## src/rtl/twd_alloc_sequencer.sv

```systemverilog
// twd_alloc_sequencer
//  Per-controller sequencer sitting between the command decoder and the shared
//  2D transaction queue. One command is in flight at a time:
//   - 1D commands go straight to ISSUE.
//   - 2D commands request a queue slot (ALLOC), write their descriptor into it
//     (WRITE), then issue the transfer tagged with the slot address (ISSUE).
//  All outputs are decoded from the state register or taken from registered
//  command/slot fields, so there is no combinational input-to-output path.
//  Optional feature macro: TWD_SEQ_STATS_EN adds saturating statistics counters
//  (stat_twd_cnt_o, stat_stall_cnt_o).
module twd_alloc_sequencer #(
  parameter int TRANS_WIDTH         = 64,
  parameter int TWD_QUEUE_WIDTH     = 2,
  parameter int TWD_QUEUE_DEPTH     = 4,
  parameter int TWD_QUEUE_ADD_WIDTH = $clog2(TWD_QUEUE_DEPTH)
`ifdef TWD_SEQ_STATS_EN
  ,
  parameter int STAT_CNT_WIDTH      = 16
`endif
) (
  input  logic                           clk_i,
  input  logic                           rst_ni,
  input  logic                           cmd_valid_i,
  output logic                           cmd_ready_o,
  input  logic                           cmd_twd_i,
  input  logic [TRANS_WIDTH-1:0]         cmd_dat_i,
  input  logic [TWD_QUEUE_WIDTH-1:0]     cmd_twd_dat_i,
  output logic                           alloc_req_o,
  input  logic                           alloc_gnt_i,
  input  logic [TWD_QUEUE_ADD_WIDTH-1:0] alloc_add_i,
  output logic                           wr_req_o,
  output logic [TWD_QUEUE_ADD_WIDTH-1:0] wr_add_o,
  output logic [TWD_QUEUE_WIDTH-1:0]     wr_dat_o,
  output logic                           trans_valid_o,
  input  logic                           trans_ready_i,
  output logic [TRANS_WIDTH-1:0]         trans_dat_o,
  output logic                           trans_twd_o,
  output logic [TWD_QUEUE_ADD_WIDTH-1:0] trans_twd_add_o,
  output logic                           busy_o
`ifdef TWD_SEQ_STATS_EN
  ,
  output logic [STAT_CNT_WIDTH-1:0]      stat_twd_cnt_o,
  output logic [STAT_CNT_WIDTH-1:0]      stat_stall_cnt_o
`endif
);

  typedef enum logic [1:0] {
    IDLE  = 2'd0,
    ALLOC = 2'd1,
    WRITE = 2'd2,
    ISSUE = 2'd3
  } state_e;

  state_e                           state_r;
  state_e                           state_s;
  logic [TRANS_WIDTH-1:0]           dat_r;
  logic                             twd_r;
  logic [TWD_QUEUE_WIDTH-1:0]       desc_r;
  logic [TWD_QUEUE_ADD_WIDTH-1:0]   slot_r;
  logic                             accept_s;
  logic                             grant_s;
  logic                             done_s;
  logic                             in_alloc_s;
  logic                             in_write_s;
  logic                             in_issue_s;

  // State register; reset abandons any in-flight slot and returns to IDLE.
  always_ff @(posedge clk_i or negedge rst_ni) begin
    if (!rst_ni) begin
      state_r <= IDLE;
    end else begin
      state_r <= state_s;
    end
  end

  // Next-state decode plus the capture/grant/handshake strobes.
  always_comb begin
    state_s  = state_r;
    accept_s = 1'b0;
    grant_s  = 1'b0;
    done_s   = 1'b0;
    case (state_r)
      IDLE: begin
        if (cmd_valid_i) begin
          accept_s = 1'b1;
          state_s  = cmd_twd_i ? ALLOC : ISSUE;
        end else begin
          state_s  = IDLE;
        end
      end
      ALLOC: begin
        // The request is held until granted; a full queue stalls us here.
        if (alloc_gnt_i) begin
          grant_s = 1'b1;
          state_s = WRITE;
        end else begin
          state_s = ALLOC;
        end
      end
      WRITE: begin
        state_s = ISSUE;
      end
      ISSUE: begin
        if (trans_ready_i) begin
          done_s  = 1'b1;
          state_s = IDLE;
        end else begin
          state_s = ISSUE;
        end
      end
      default: begin
        state_s = IDLE;
      end
    endcase
  end

  // Command capture at acceptance; the descriptor is kept only for 2D commands.
  always_ff @(posedge clk_i or negedge rst_ni) begin
    if (!rst_ni) begin
      dat_r  <= {TRANS_WIDTH{1'b0}};
      twd_r  <= 1'b0;
      desc_r <= {TWD_QUEUE_WIDTH{1'b0}};
    end else if (accept_s) begin
      dat_r  <= cmd_dat_i;
      twd_r  <= cmd_twd_i;
      desc_r <= cmd_twd_i ? cmd_twd_dat_i : {TWD_QUEUE_WIDTH{1'b0}};
    end
  end

  // Slot address: cleared on every new command so 1D transfers report slot 0.
  always_ff @(posedge clk_i or negedge rst_ni) begin
    if (!rst_ni) begin
      slot_r <= {TWD_QUEUE_ADD_WIDTH{1'b0}};
    end else if (accept_s) begin
      slot_r <= {TWD_QUEUE_ADD_WIDTH{1'b0}};
    end else if (grant_s) begin
      slot_r <= alloc_add_i;
    end
  end

  assign in_alloc_s = (state_r == ALLOC);
  assign in_write_s = (state_r == WRITE);
  assign in_issue_s = (state_r == ISSUE);

  assign cmd_ready_o     = (state_r == IDLE);
  assign busy_o          = (state_r != IDLE);
  assign alloc_req_o     = in_alloc_s;
  assign wr_req_o        = in_write_s;
  assign wr_add_o        = in_write_s ? slot_r : {TWD_QUEUE_ADD_WIDTH{1'b0}};
  assign wr_dat_o        = in_write_s ? desc_r : {TWD_QUEUE_WIDTH{1'b0}};
  assign trans_valid_o   = in_issue_s;
  assign trans_dat_o     = in_issue_s ? dat_r : {TRANS_WIDTH{1'b0}};
  assign trans_twd_o     = in_issue_s & twd_r;
  assign trans_twd_add_o = in_issue_s ? slot_r : {TWD_QUEUE_ADD_WIDTH{1'b0}};

`ifdef TWD_SEQ_STATS_EN
  logic [STAT_CNT_WIDTH-1:0] twd_cnt_r;
  logic [STAT_CNT_WIDTH-1:0] stall_cnt_r;

  // Saturating count of 2D transfers completing their ISSUE handshake.
  always_ff @(posedge clk_i or negedge rst_ni) begin
    if (!rst_ni) begin
      twd_cnt_r <= {STAT_CNT_WIDTH{1'b0}};
    end else if (done_s && twd_r && !(&twd_cnt_r)) begin
      twd_cnt_r <= twd_cnt_r + {{(STAT_CNT_WIDTH-1){1'b0}}, 1'b1};
    end
  end

  // Saturating count of ALLOC cycles spent waiting for a grant.
  always_ff @(posedge clk_i or negedge rst_ni) begin
    if (!rst_ni) begin
      stall_cnt_r <= {STAT_CNT_WIDTH{1'b0}};
    end else if (in_alloc_s && !alloc_gnt_i && !(&stall_cnt_r)) begin
      stall_cnt_r <= stall_cnt_r + {{(STAT_CNT_WIDTH-1){1'b0}}, 1'b1};
    end
  end

  assign stat_twd_cnt_o   = twd_cnt_r;
  assign stat_stall_cnt_o = stall_cnt_r;
`endif

endmodule

```

## config.mk

```make
export PLATFORM = sky130hd
export DESIGN_NAME = twd_alloc_sequencer
export DESIGN_NICKNAME = d
export VERILOG_FILES = /design/src/rtl/twd_alloc_sequencer.sv
export SDC_FILE = /design/constraint.sdc
export NUM_CORES = 1
export LEC_CHECK = 0
export ABC_CLOCK_PERIOD_IN_PS = 4200
export CELL_PAD_IN_SITES_DETAIL_PLACEMENT = 1
export CELL_PAD_IN_SITES_GLOBAL_PLACEMENT = 2
export CORE_MARGIN = 2
export CORE_UTILIZATION = 27
export CTS_CLUSTER_DIAMETER = 60
export CTS_CLUSTER_SIZE = 16
export DETAILED_ROUTE_END_ITERATION = 8
export GPL_ROUTABILITY_DRIVEN = 0
export PLACE_DENSITY = 0.92
export SLEW_MARGIN = 10
export SYNTH_ARGS = -nofsm -noshare
export SYNTH_HDL_FRONTEND = slang
export SYNTH_SLANG_ARGS = --single-unit
export TNS_END_PERCENT = 5
```

## constraint.sdc

```tcl
create_clock -name clk_i -period 4.2 [get_ports clk_i]
set_clock_uncertainty 0.05 [all_clocks]
set_input_delay 0.42 -clock clk_i [delete_from_list [all_inputs] [get_ports clk_i]]
set_output_delay 0.42 -clock clk_i [all_outputs]
set_load 0.05 [all_outputs]
```

-- Word-level counts from Yosys, hierarchy flattened
Index checks and enable logic that the tools add are counted.
W data, S select, Z words.
- eq/ne operators: 3
- mux-type cells: 16
- bitwise gates (word level): 1
- reductions and logical operators: 3
- operators with widths (cell ; count):
    $mux W64 ; 1
    $mux W2 ; 10
    $pmux W2 S4 ; 1
    $eq A2 B2 Y1 const B ; 2
    $mux W1 ; 4
    $reduce_bool A2 Y1 ; 2
    $eq A2 B1 Y1 const B ; 1
    $logic_not A2 Y1 ; 1
    $and A1 B1 Y1 ; 1
- register bits after elaboration: 71
- bits of input ports: 74
- output and inout port bits: 76

-- Longest topological paths before layout
- depth after elaboration: 4
- depth in mapped cells: 6
- depth with buffers taken out: 3

-- Least setup slack after synthesis
Ideal clock, no wire load.
- path type: register to output
- from: register state_r[0]
- to: output wr_add_o[0]
- arrival: 1822 ps
- data required time: 3730 ps
- path slack: 1908 ps
- stages on the path, launching flop included: 4
- path through: dfrtp_1 buf_2 nor2b_1 and2_1
- cells in the longest elaborated chain, start to end: 2
- ends and longest elaborated chain (what ; line ; RTL):
    start, declared ; 54 ; state_e state_r;
    start signal, assigned ; 72 ; state_r <= state_s;
    $eq A2 B2 Y1 ; 142 ; assign in_write_s = (state_r == WRITE);
    net wr_req_o ; 31 ; output logic wr_req_o,
    $mux W2 ; 149 ; assign wr_add_o = in_write_s ? slot_r : {TWD_QUEUE_ADD_WIDTH{1'b0}};
    end, declared ; 32 ; output logic [TWD_QUEUE_ADD_WIDTH-1:0] wr_add_o,
The timed path passes the listed nets, and every way through them passes these cells.

-- Worst setup path in the final report
- from: register state_r[0]
- to: output wr_dat_o[0]
- cells in the longest elaborated chain, start to end: 2
- ends and longest elaborated chain (what ; line ; RTL):
    $eq A2 B2 Y1 ; 142 ;
    $mux W2 ; 150 ; assign wr_dat_o = in_write_s ? desc_r : {TWD_QUEUE_WIDTH{1'b0}};
    end, declared ; 33 ; output logic [TWD_QUEUE_WIDTH-1:0] wr_dat_o,
Every way passes these cells.

==> impl_metrics.py <==
metrics = {
    "cells_and_area": {
        "drive_gt1_share_pct": 20.7,
        "final_cell_count_no_fill": 544,
        "mostFrequentLayoutCell": "sky130_fd_sc_hd__clkdlybuf4s50_1",
        "finish.net_count": 470,
        "antenna_cells": 0,
        "fillerInstances": 1233,
        "highest_count_cells_in_the_layout_ignoring_fill_and_taps": "148 x sky130_fd_sc_hd__clkdlybuf4s50_1, 69 x sky130_fd_sc_hd__dfrtp_1, 67 x sky130_fd_sc_hd__and3_1",
        "synthToLayoutAreaGrowth_pct": 58.3,
        "layout.cell_area.non_filler_sq_um": 5120,
    },
    "floorplan": {
        "fp-row-count": 39,
        "fp.dieW_microns": 113,
        "floorplan.initialDensity_pct": 28.0,
        "core_area_sq_um": 11600,
        "die-area_sq_um": 12900,
        "die_h_microns": 113,
        "top_level_ports": 150,
    },
    "drt": {
        "detail_route.wirelength_mm": 9.11,
        "first_iter_violations": 75,
        "drc": 0,
        "drt_pre_antenna_iters": 4,
        "via_count": 2534,
        "detail_route.vias_per_cell": 4.66,
        "route.antenna.remaining_nets": 0,
        "wire_per_inst_microns": 16.7,
    },
    "run": {
        "maxCapViolations": 0,
    },
    "setup_path": {
        "timing.reg2reg.setup_slack_ns": 1.94,
        "worst_path_class_setup": "flip-flop to primary output",
        "r2r-end": "dat_r[59]$_DFFE_PN0P_",
        "ff2ff_path_depth": 4,
        "worst-endpoint-required_ns": 3.73,
        "cp-end-kind": "primary output",
        "setup.worst_path.start_class": "flip-flop",
        "critical_path.reg2reg.startpoint": "state_r[1]$_DFF_PN0_",
        "worst-endpoint-arrival_ns": 2.74,
        "crit_fanout": 79,
    },
    "pwr": {
        "vdd_ir_drop_max_mv": 0.455,
        "power.static_leakage_uw": 0.00226,
        "totalPowerFinal_uw": 4840,
        "power_density_nw_per_um2": 944,
    },
    "grt": {
        "grt_usage_pct": 14.6,
        "global_routing_met2_resource_utilization_pct": 23.0,
        "grt_antenna_before_repair": 0,
        "grtUsageMet1_pct": 19.0,
        "wire_length_of_the_first_global_routing_pass_mm": 14.7,
        "global_route_overflow": 0,
        "grt_start_max_net_pins": 80,
        "number_of_global_route_vias_before_repair": 2836,
        "use_met3_pct": 5.79,
        "busiest_layer": "met2",
    },
    "clocking": {
        "cts.path.max_buffers": 2,
        "number_of_buffers_created_by_cts": 9,
        "ctsRootBufferMaster": "sky130_fd_sc_hd__clkbuf_16",
        "cts.htree.levels": 3,
        "worstSkewPairLatency_ns": 0.32,
        "tritoncts": "built",
        "clock-sinks": 71,
        "cts_hold_buffers": 0,
        "post_cts_resized": 0,
        "worst_setup_hold_path_clk_slew_ns": 0.06,
        "post_cts_buffers": 0,
    },
    "logic_synthesis": {
        "synthesis.instances": 257,
        "synth_cell_type_count": 21,
        "share_of_the_synthesized_area_in_the_top_cell_type_pct": 54.9,
        "synth-edff-count": 0,
        "syn_area_per_cell_sq_um": 12.6,
        "synth_area_leaders": "sky130_fd_sc_hd__dfrtp_1 55%, sky130_fd_sc_hd__mux2_2 21%, sky130_fd_sc_hd__and3_1 13%",
        "synth_seq_cells": 71,
        "synthesis.area_sq_um": 3240,
        "synth_sequential_area_ratio_pct": 54.9,
        "yosysWarnings": 0,
        "postSynth.asyncResetShare_pct": 100,
        "synthFlopType": "sky130_fd_sc_hd__dfrtp_1",
        "post-synth-top-area-cell": "sky130_fd_sc_hd__dfrtp_1",
        "synthesized_netlist_net_count": 331,
    },
    "outcome": {
        "status": "finished clean",
    },
    "sta": {
        "final.setup.tns_ns": 0,
        "rsz0062_at_grt": "no",
        "fmax_mhz": 311,
        "final-hold-violation-count": 0,
        "min_period_ns": 3.21,
        "timing.final.crit_share_pct": 76.5,
        "worst_slew_slack_as_a_fraction_of_its_limit_pct": 25.2,
        "fin_ws_ns": 0.986,
        "setup_viol_count_final": 0,
        "finalMaxSlewViolations": 0,
        "tightestPinTransition_ns": 1.12,
    },
    "place": {
        "detailed_place.area_sq_um": 4800,
        "detailed_place_hpwl_mm": 6.23,
        "port_buffers": 149,
        "place_inst": 528,
        "dp_slack_ns": 1.28,
    },
    "hold_path": {
        "hold_crit_class": "primary input to asynchronous set/reset pin",
    },
}
## worst max-delay path by stage
stage	startpoint	end	slack [ns]	cells after the start
floorplan	state_r[0]$_DFF_PN0_	wr_add_o[0]	1.91	3
global placement	state_r[0]$_DFF_PN0_	wr_dat_o[1]	1.31	3
detailed placement	state_r[0]$_DFF_PN0_	wr_dat_o[0]	1.28	3
CTS	state_r[0]$_DFF_PN0_	wr_dat_o[0]	0.90	3
global route	state_r[0]$_DFF_PN0_	wr_dat_o[0]	0.74	3
finish	state_r[0]$_DFF_PN0_	wr_dat_o[0]	0.99	3
## power breakdown
part / leakage [uW] / switching (uW) / total [uW] / internal, uW
Combinational: 0.00126 / 1660 / 2740 / 1070
Sequential: 0.000850 / 280 / 1310 / 1030
Clock: 0.000147 / 283 / 791 / 508
Total: 0.00226 / 2230 / 4840 / 2610
## metal layers
metal  vias to the layer above  wire (microns)
met5                         -               0
li1                       1184               -
met3                         8             671
met2                        95            4350
met1                      1247            4010
met4                         0              76
## critical path, stage by stage, from the launching register on
cell and delay (ns):
sky130_fd_sc_hd__dfrtp_2 1.11, sky130_fd_sc_hd__nor2b_1 0.33, sky130_fd_sc_hd__and2_1 0.28, sky130_fd_sc_hd__clkdlybuf4s50_1 0.70
## synthesized netlist by cell type (2+ instances only)
cell type                   n
sky130_fd_sc_hd__and3_1    67
sky130_fd_sc_hd__o21ai_0    4
sky130_fd_sc_hd__clkbuf_1  16
sky130_fd_sc_hd__mux2_1     6
sky130_fd_sc_hd__and2_1     5
sky130_fd_sc_hd__buf_6      2
sky130_fd_sc_hd__a32oi_1    2
sky130_fd_sc_hd__nor2b_1    4
sky130_fd_sc_hd__nand3_1    2
sky130_fd_sc_hd__nor2_1     2
sky130_fd_sc_hd__mux2_2    59
sky130_fd_sc_hd__buf_4      5
sky130_fd_sc_hd__a21oi_1    2
sky130_fd_sc_hd__inv_1      3
sky130_fd_sc_hd__nand2_1    2
sky130_fd_sc_hd__dfrtp_1   71
## area by class of cell
class | count | area (sq um) | area share [%]
clock buffers | 12 | 267 | 5.20
clock inverters | 4 | 52.6 | 1.03
inverters | 3 | 11.3 | 0.220
multi-input cells | 159 | 1320 | 25.8
flip-flops and latches | 71 | 1780 | 34.7
well taps | 143 | 179 | 3.49
repair buffers | 152 | 1510 | 29.5
## through the flow
step	hold slack, ns	utilization [%]
2_1_floorplan	0.0744	-
3_3_place_gp	0.409	41.5
3_5_place_dp	0.420	41.5
4_1_cts	0.218	44.3
5_1_grt	0.252	44.3
6_report	0.176	44.3
## registers in the layout, summed over array words and instances, names as in the netlist
register,cells
dat_r,64
desc_r,2
slot_r,2
state_r,2
twd_r,1
## kinds of logic after synthesis
family | after synthesis | synth area share, %
simple gates | 84 | 16.2
compound gates | 10 | 2.01
buf+inv | 27 | 4.21
flops | 71 | 54.9
mux | 65 | 22.6
Power figures use the tool's default switching activity.
